[src/rtl/hilo_pkg.sv]
// Shared types and constants for the HI/LO multiply sequencer.
package hilo_pkg;

    localparam int   WORD_W = 32;
    localparam logic RD_LO  = 1'b0;
    localparam logic RD_HI  = 1'b1;

    typedef enum logic [1:0] {
        IDLE   = 2'd0,
        LAUNCH = 2'd1,
        BUSY   = 2'd2
    } state_t;

    // Architectural write from mthi/mtlo.
    typedef struct packed {
        logic              hi_we;
        logic              lo_we;
        logic [WORD_W-1:0] wdata;
    } wr_req_t;

    // Product capture from the multiplier.
    typedef struct packed {
        logic              en;
        logic [WORD_W-1:0] hi;
        logic [WORD_W-1:0] lo;
    } cap_req_t;

endpackage

[src/rtl/hilo_regs.sv]
// HI/LO register pair: architectural write port, product capture port
// (capture wins over a write on the same edge) and the read mux.
module hilo_regs
    import hilo_pkg::*;
(
    input  logic              clock,
    input  logic              reset,
    input  wr_req_t           wr,
    input  cap_req_t          cap,
    input  logic              rd_sel,
    output logic [WORD_W-1:0] rd_data
);

    logic [WORD_W-1:0] hi;
    logic [WORD_W-1:0] lo;

    // HI/LO update: capture has priority over mthi/mtlo.
    always_ff @(posedge clock) begin
        if (reset) begin
            hi <= '0;
            lo <= '0;
        end else if (cap.en) begin
            hi <= cap.hi;
            lo <= cap.lo;
        end else begin
            if (wr.hi_we) hi <= wr.wdata;
            if (wr.lo_we) lo <= wr.wdata;
        end
    end

    // Read mux always shows the current register contents.
    always_comb begin
        rd_data = (rd_sel == RD_HI) ? hi : lo;
    end

endmodule

[src/rtl/hilo_ctrl.sv]
// Multiply sequencer: launches the 32-cycle multiplier, stalls the pipeline
// until it finishes, captures the product into HI/LO and flags a hang.
module hilo_ctrl
    import hilo_pkg::*;
#(
    parameter int TIMEOUT = 40
) (
    input  logic              clock,
    input  logic              reset,
    input  logic              mult_req,
    input  logic [WORD_W-1:0] op_a,
    input  logic [WORD_W-1:0] op_b,
    input  logic              mthi_we,
    input  logic              mtlo_we,
    input  logic [WORD_W-1:0] wdata,
    input  logic              rd_sel,
    output logic [WORD_W-1:0] rd_data,
    output logic              stall,
    output logic              err,
    output logic              mul_start,
    output logic [WORD_W-1:0] mul_operand1,
    output logic [WORD_W-1:0] mul_operand2,
    input  logic              mul_done,
    input  logic [WORD_W-1:0] mul_hi,
    input  logic [WORD_W-1:0] mul_lo
);

    // Counter must hold TIMEOUT, since it still increments on the abort edge.
    localparam int              CNT_W    = $clog2(TIMEOUT + 1);
    localparam logic [CNT_W-1:0] CNT_LAST = CNT_W'(TIMEOUT - 1);

    state_t           state;
    logic [CNT_W-1:0] cnt;
    wr_req_t          wr;
    cap_req_t         cap;

    // Sequencer FSM, busy counter, operand latch and sticky timeout flag.
    always_ff @(posedge clock) begin
        if (reset) begin
            state        <= IDLE;
            cnt          <= '0;
            mul_operand1 <= '0;
            mul_operand2 <= '0;
            err          <= 1'b0;
        end else begin
            case (state)
                IDLE: begin
                    // A busy multiplier just keeps the request waiting (and stalled).
                    if (mult_req && mul_done) begin
                        mul_operand1 <= op_a;
                        mul_operand2 <= op_b;
                        cnt          <= '0;
                        state        <= LAUNCH;
                    end
                end
                LAUNCH: state <= BUSY;
                BUSY: begin
                    cnt <= cnt + CNT_W'(1);
                    if (mul_done) begin
                        state <= IDLE;
                    end else if (cnt == CNT_LAST) begin
                        err   <= 1'b1;
                        state <= IDLE;
                    end
                end
                default: state <= IDLE;
            endcase
        end
    end

    // Start is combinational so a reset edge can never also launch the multiplier.
    always_comb begin
        mul_start = (state == LAUNCH) && !reset;
    end

    // Pipeline freeze covers the request cycle and the whole operation.
    always_comb begin
        stall = (state != IDLE) || mult_req;
    end

    // Write and capture requests towards the register pair.
    always_comb begin
        wr.hi_we = mthi_we;
        wr.lo_we = mtlo_we;
        wr.wdata = wdata;
        cap.en   = (state == BUSY) && mul_done;
        cap.hi   = mul_hi;
        cap.lo   = mul_lo;
    end

    hilo_regs u_regs (
        .clock   (clock),
        .reset   (reset),
        .wr      (wr),
        .cap     (cap),
        .rd_sel  (rd_sel),
        .rd_data (rd_data)
    );

endmodule

[config.mk]
export PLATFORM = sky130hd
export DESIGN_NAME = hilo_ctrl
export DESIGN_NICKNAME = d
export VERILOG_FILES = /design/src/rtl/hilo_pkg.sv /design/src/rtl/hilo_regs.sv /design/src/rtl/hilo_ctrl.sv
export SDC_FILE = /design/constraint.sdc
export NUM_CORES = 1
export LEC_CHECK = 0
export CAP_MARGIN = 0
export CORE_MARGIN = 2
export CORE_UTILIZATION = 37
export CTS_BUF_LIST = sky130_fd_sc_hd__clkbuf_2 sky130_fd_sc_hd__clkbuf_4 sky130_fd_sc_hd__clkbuf_8
export CTS_CLUSTER_DIAMETER = 40
export DETAILED_ROUTE_END_ITERATION = 7
export PLACE_DENSITY = 0.73
export SYNTH_ARGS = -nofsm -noshare
export SYNTH_HDL_FRONTEND = slang
export SYNTH_SLANG_ARGS = --single-unit
[constraint.sdc]
create_clock -name clock -period 1.8 [get_ports clock]
set_clock_uncertainty 0.05 [all_clocks]
set_input_delay 0.36 -clock clock [delete_from_list [all_inputs] [get_ports clock]]
set_output_delay 0.36 -clock clock [all_outputs]
set_load 0.05 [all_outputs]
Word level (Yosys, flattened, before mapping)

Cells that the tools add are included.
Widths: inputs -> output; s select.

Add/subtract/negate cells: 1
Multiply operators: 0
Divide/modulo/power cells: 0
$lt $le $gt $ge: 0
Equality and inequality tests: 5
Shift-type cells: 0
Mux-type cells: 11
Bitwise logic cells: 1
Reductions and logical operators: 14

Operator list:

| cell                | count |
|---|---|
| $mux 32             | 5 |
| $pmux 6 s2          | 1 |
| $reduce_bool 2->1   | 4 |
| $add 6x1->6 const B | 1 |
| $eq 6x6->1 const B  | 1 |
| $mux 2              | 3 |
| $mux 6              | 1 |
| $pmux 2 s3          | 1 |
| $reduce_and 2->1    | 3 |
| $logic_and 1x1->1   | 3 |
| $ne 3x3->1 const B  | 1 |
| $reduce_and 3->1    | 1 |
| $eq 2x1->1 const B  | 1 |
| $eq 2x2->1 const B  | 1 |
| $logic_not 2->1     | 1 |
| $ne 2x2->1 const B  | 1 |
| $logic_not 1->1     | 1 |
| $logic_or 1x1->1    | 1 |
| $not 1->1           | 1 |

Bits in registers: 137
Latch bits: 0
Memory bits (writable): 0
Bits in read-only memories: 0
Input bits: 167
Output and inout bits: 99
Word-level logic and storage cells: 39
Memories kept: 0

Longest topological paths before layout

Gate-level depths: netlist (run 1).

Depth after elaboration: 4
Gate-level depth with buffers: 6
Gate-level depth less buffers: 4

By module

A second synthesis (run 1) with hierarchy kept.

Cells, all modules: 647
Area total of the unflattened synthesis: 6,246.0 um2

Modules (own cells, without submodules):

| module    | instances | cells each | area each (um2) | sequential area each (um2) |
|---|---|---|---|---|
| hilo_regs | 1         | 321        | 3,575.9         | 1,281.2 |
| hilo_ctrl | 1         | 326        | 2,670.1         | 1,461.4 |

Worst setup path after synthesis (run 1)

OpenSTA, ideal clock, no wires.

Path type: in2out
Start: in reset
End: out mul_start
Arrival time: 1,759 ps
Required time: 1,390 ps
Path slack: -369 ps
Stages: 2
Buffers on the path: 1
Cells stage by stage: clkbuf_1 nor3b_1

Word-level cells in the longest chain between the ends: 2

Ends and longest elaborated chain:

| element           | RTL line        | text |
|---|---|---|
| start, declared   | hilo_ctrl.sv:9  | `input logic reset,` |
| $logic_not 1->1   | hilo_ctrl.sv:73 | `mul_start = (state == LAUNCH) && !reset;` |
| $logic_and 1x1->1 | hilo_ctrl.sv:73 |  |
| end, declared     | hilo_ctrl.sv:20 | `output logic mul_start,` |

No other way between the ends.

Worst setup path in the final report (run 1)

Start: in rd_sel
End: out rd_data[2]

Word-level cells in the longest chain between the ends: 1

Ends and longest elaborated chain:

| element         | RTL line        | text |
|---|---|---|
| start, declared | hilo_ctrl.sv:16 | `input logic rd_sel,` |
| $mux 32         | hilo_regs.sv:33 | `rd_data = (rd_sel == RD_HI) ? hi : lo;` |
| end, declared   | hilo_ctrl.sv:17 | `output logic [WORD_W-1:0] rd_data,` |

No other way between the ends.

==> key figures, run 1 <==
STA
  – Achievable Freq: between 500 and 600 MHz
  – Final hold violations: 0
  – Minimum clock period: 1.760 ns
  – Period utilisation layout: 0.9779
  – Setup TNS: 0 ns
  – Worst-margin pin slew: approximately 0.59 ns
  – Final Max Slew Viols: 0
  – RSZ-0062 raised after global routing: yes
  – Minimum hold slack: between 0.2 and 0.25 ns
  – Final setup fails: 0
  – Max-slew headroom: 0.6094

Detailed routing
  – Initial DRT Pass Iterations: 4
  – Post-route ant nets: 0
  – Average vias per placed instance: between 4 and 5
  – Routed len/inst: around 16 µm
  – DRT iter0 DRCs: 210
  – Final WL: approximately 18,000 µm
  – # DRC: 0
  – Vias: between 5,000 and 6,000

Global routing
  – Initial antenna violation count: 1
  – Vias in the first global route: between 5,000 and 6,000
  – Tot GR Track Use: 0.2161
  – First-pass GRT wire length: about 28,000 µm
  – Largest net degree at the start of global routing: 72
  – Grt ovf: 0

Worst setup path
  – Crit path from: rd_sel
  – CP required: between 1 and 1.5 ns
  – Worst r2r dst: u_regs.lo[5]
  – FF-to-FF Start: state[1]
  – Worst reg2reg path depth: 7
  – Critical-path maximum fanout: 16
  – Worst Setup EP: rd_data[2]
  – Startpoint types: input pin
  – R2R Setup Slk: ~0.25 ns
  – Crit end category: output pin
  – CP max stage cell: mux2_2
  – Largest stage delay, worst path: about 0.38 ns
  – Critical Path Most Common Cell: buf_12
  – Crit path kind: in -> out
  – CP Data Arrival Time: 1.35 ns
  – Worst-path cell chain: clkdlybuf4s15_2, buf_12, mux2_2, buf_12

Logic synthesis
  – Largest family of logic cells by synthesized area: multiplexers
  – Unique masters post-synth: 34
  – Register area share after synthesis: 0.4709
  – Mapped Area: roughly 0.0058 mm²
  – Post-Synth Adder-Cell Area: 0.002148
  – Post-Synth XOR/XNOR Area: 0.001504
  – Simple-Gate Fraction of Synth Area: 0.1532
  – Synth Instances: between 600 and 700
  – Mux cell area share after synthesis: 0.1719
  – Synth Net Count: approximately 820
  – Mapped Avg Cell Area: around 9.0 µm²
  – YS warnings: 0
  – Synth Area in Compound Gates: 0.1499
  – Yosys reg bits: ~140

Placed design
  – RePlAce Congestion: just over 0.8
  – Detailed placement HPWL: 12,920 µm
  – PortBufs: between 200 and 300

Cells and area
  – Final core occ: 0.6178
  – Most frequent cells in the layout: 162 x clkdlybuf4s50_1, 135 x dfxtp_1, 131 x nand2_1, 83 x buf_4
  – FILL cells: around 1,300
  – Commonest non-fill, non-tap cell in the layout: clkdlybuf4s50_1
  – P&R area growth vs syn: 62.45%
  – Nets: about 1,100
  – Layout cell share with drive strength beyond 1: 0.2200

Clock network
  – Clk pin slew, worst setup/hold paths: 0.07 ns
  – CTS H-Tree Depth: 4
  – CTS tree: yes
  – CTS Sinks: approximately 140
  – CTS Hold Buffers Added: 0
  – CTS root buf: clkbuf_8
  – Clock latency at the later pin of the worst-skew pair: roughly 0.44 ns
  – CTS Buf Count: 17
  – CTS Buffer Depth: 2

Min path
  – Worst Hold Launch: reset
  – Worst min path class: in -> reg

Pwr
  – Int Power: 5.813 mW
  – Power density over the cells: approximately 850 mW/mm²
  – Seq pwr share: 0.411
  – Total Power: ~8.0 mW
  – Sw Ratio: 0.2765
  – Switch Pwr: 2.222 mW
  – Leakage: 3.896 nW
  – Clock Power Share: 0.363
  – Maximum VDD drop: roughly 580 µV
  – Combinational share of power: 0.227

Floorplan
  – Die Footprint: ~0.017 mm²
  – DIE HEIGHT: about 130 µm
  – Initial Util: 0.3803
  – Die X: ~130 µm
  – Top Ports: 266
  – CORE AREA: approximately 0.015 mm²
  – FP Rows: between 40 and 50

Outcome
  – Status: completed

Flow run
  – Max cap viols: 0
[power groups by stage]
stage | Sequential, mW | Clock [mW] | Combinational, mW
2_1_floorplan | 3.57 | 0 | 0.708
3_3_place_gp | 3.37 | 0 | 1.79
3_5_place_dp | 3.37 | 0 | 1.81
4_1_cts | 3.30 | 2.99 | 1.83
5_1_grt | 3.32 | 3.14 | 1.92
6_report | 3.30 | 2.91 | 1.82
[worst min path at each step]
| stage | cells past startpoint | endpoint |
|---|---|---|
| after global placement | 2 | mul_operand2[17] |
| after detailed placement | 2 | mul_operand2[4] |
| after CTS | 2 | cnt[1] |
| after global routing | 2 | cnt[1] |
| final | 2 | cnt[1] |
| after floorplan | 2 | cnt[1] |
[metal layers]
metal	global-route usage	vias to the layer above	part of all wire
li1	-	2764	-
met1	0.2571	2557	0.41
met2	0.3669	169	0.50
met3	0.06069	32	0.056
met4	0.09171	0	0.029
met5	0	-	0
[sequential cells by signal, indices dropped and copies added (netlist names)]
register / cells
mul_operand2: 32
u_regs.lo: 32
cnt: 6
u_regs.hi: 32
state: 2
err: 1
mul_operand1: 32
[repair_timing]
| action | CTS | global route |
|---|---|---|
| cloned | 1 | 0 |
| pin swaps | 1 | 1 |
| setup endpoints to repair | 34 | 2 |
| resized for setup | 11 | 1 |
| setup buffers | 2 | 1 |
[kinds of logic after synthesis]
group	after synthesis
AO/OA/AOI/OAI	138
AND/OR/NAND/NOR	218
buffers and inverters	58
flip-flops	137
multiplexers	96
XOR/XNOR	1
adder cells (fa/ha/maj)	1
[synthesized netlist by cell type, drive strengths merged]
master   count  area, µm²
a211oi      65      488.0
a21oi       68      344.1
a41o         1      10.01
and3         1      6.260
and4bb       1      16.27
buf         37      215.2
clkbuf      19      71.32
dfxtp      137       2743
ha           1      12.51
inv          2      7.510
mux2        32      360.3
mux2i       64      640.6
nand2      131      491.7
nand2b       3      26.27
nand3        6      30.03
nand3b       1      7.510
nand4        1      6.260
nand4bb      1      11.26
nor2        67      251.5
nor2b        1      6.260
nor3b        1      7.510
o21ai        1      5.000
o2bb2ai      1      8.760
o311ai       2      17.52
or3          3      20.02
or4          1      11.26
xor2         1      8.760
[metrics by stage]
step / setup slack (ns) / cell area, µm² / std cells
floorplan: 0.1109 / 5829 / 649
global placement: -0.2362 / 8921 / 1093
detailed placement: -0.2604 / 8921 / 1093
CTS: 0.01551 / 9448 / 1128
global route: -0.01473 / 9462 / 1130
finish: 0.03980 / 9462 / 1130
[cell type report]
class,instances,area [µm²],area share
antenna,1,2.502,0.0002645
clock buffer,19,261.5,0.02764
clock inverter,13,198.9,0.02103
inverter,2,7.507,0.0007934
multi-input combinational,454,2819,0.2979
sequential,137,2748,0.2904
tap,211,264.0,0.02790
timing repair buffer,293,3161,0.3340
[worst max-delay path: cells and delay by family]
kind / cells / cell delay, ns
mux: 1 / 0.38
buf+inv: 3 / 0.60
Note: power is estimated with default switching activity, not from simulation.
==> run 2: changes to the inputs <==
Settings changed: SLEW_MARGIN set to 20.
==> results of run 2 <==
No change in the layout: final DEF, timing and power equal those of run 1.
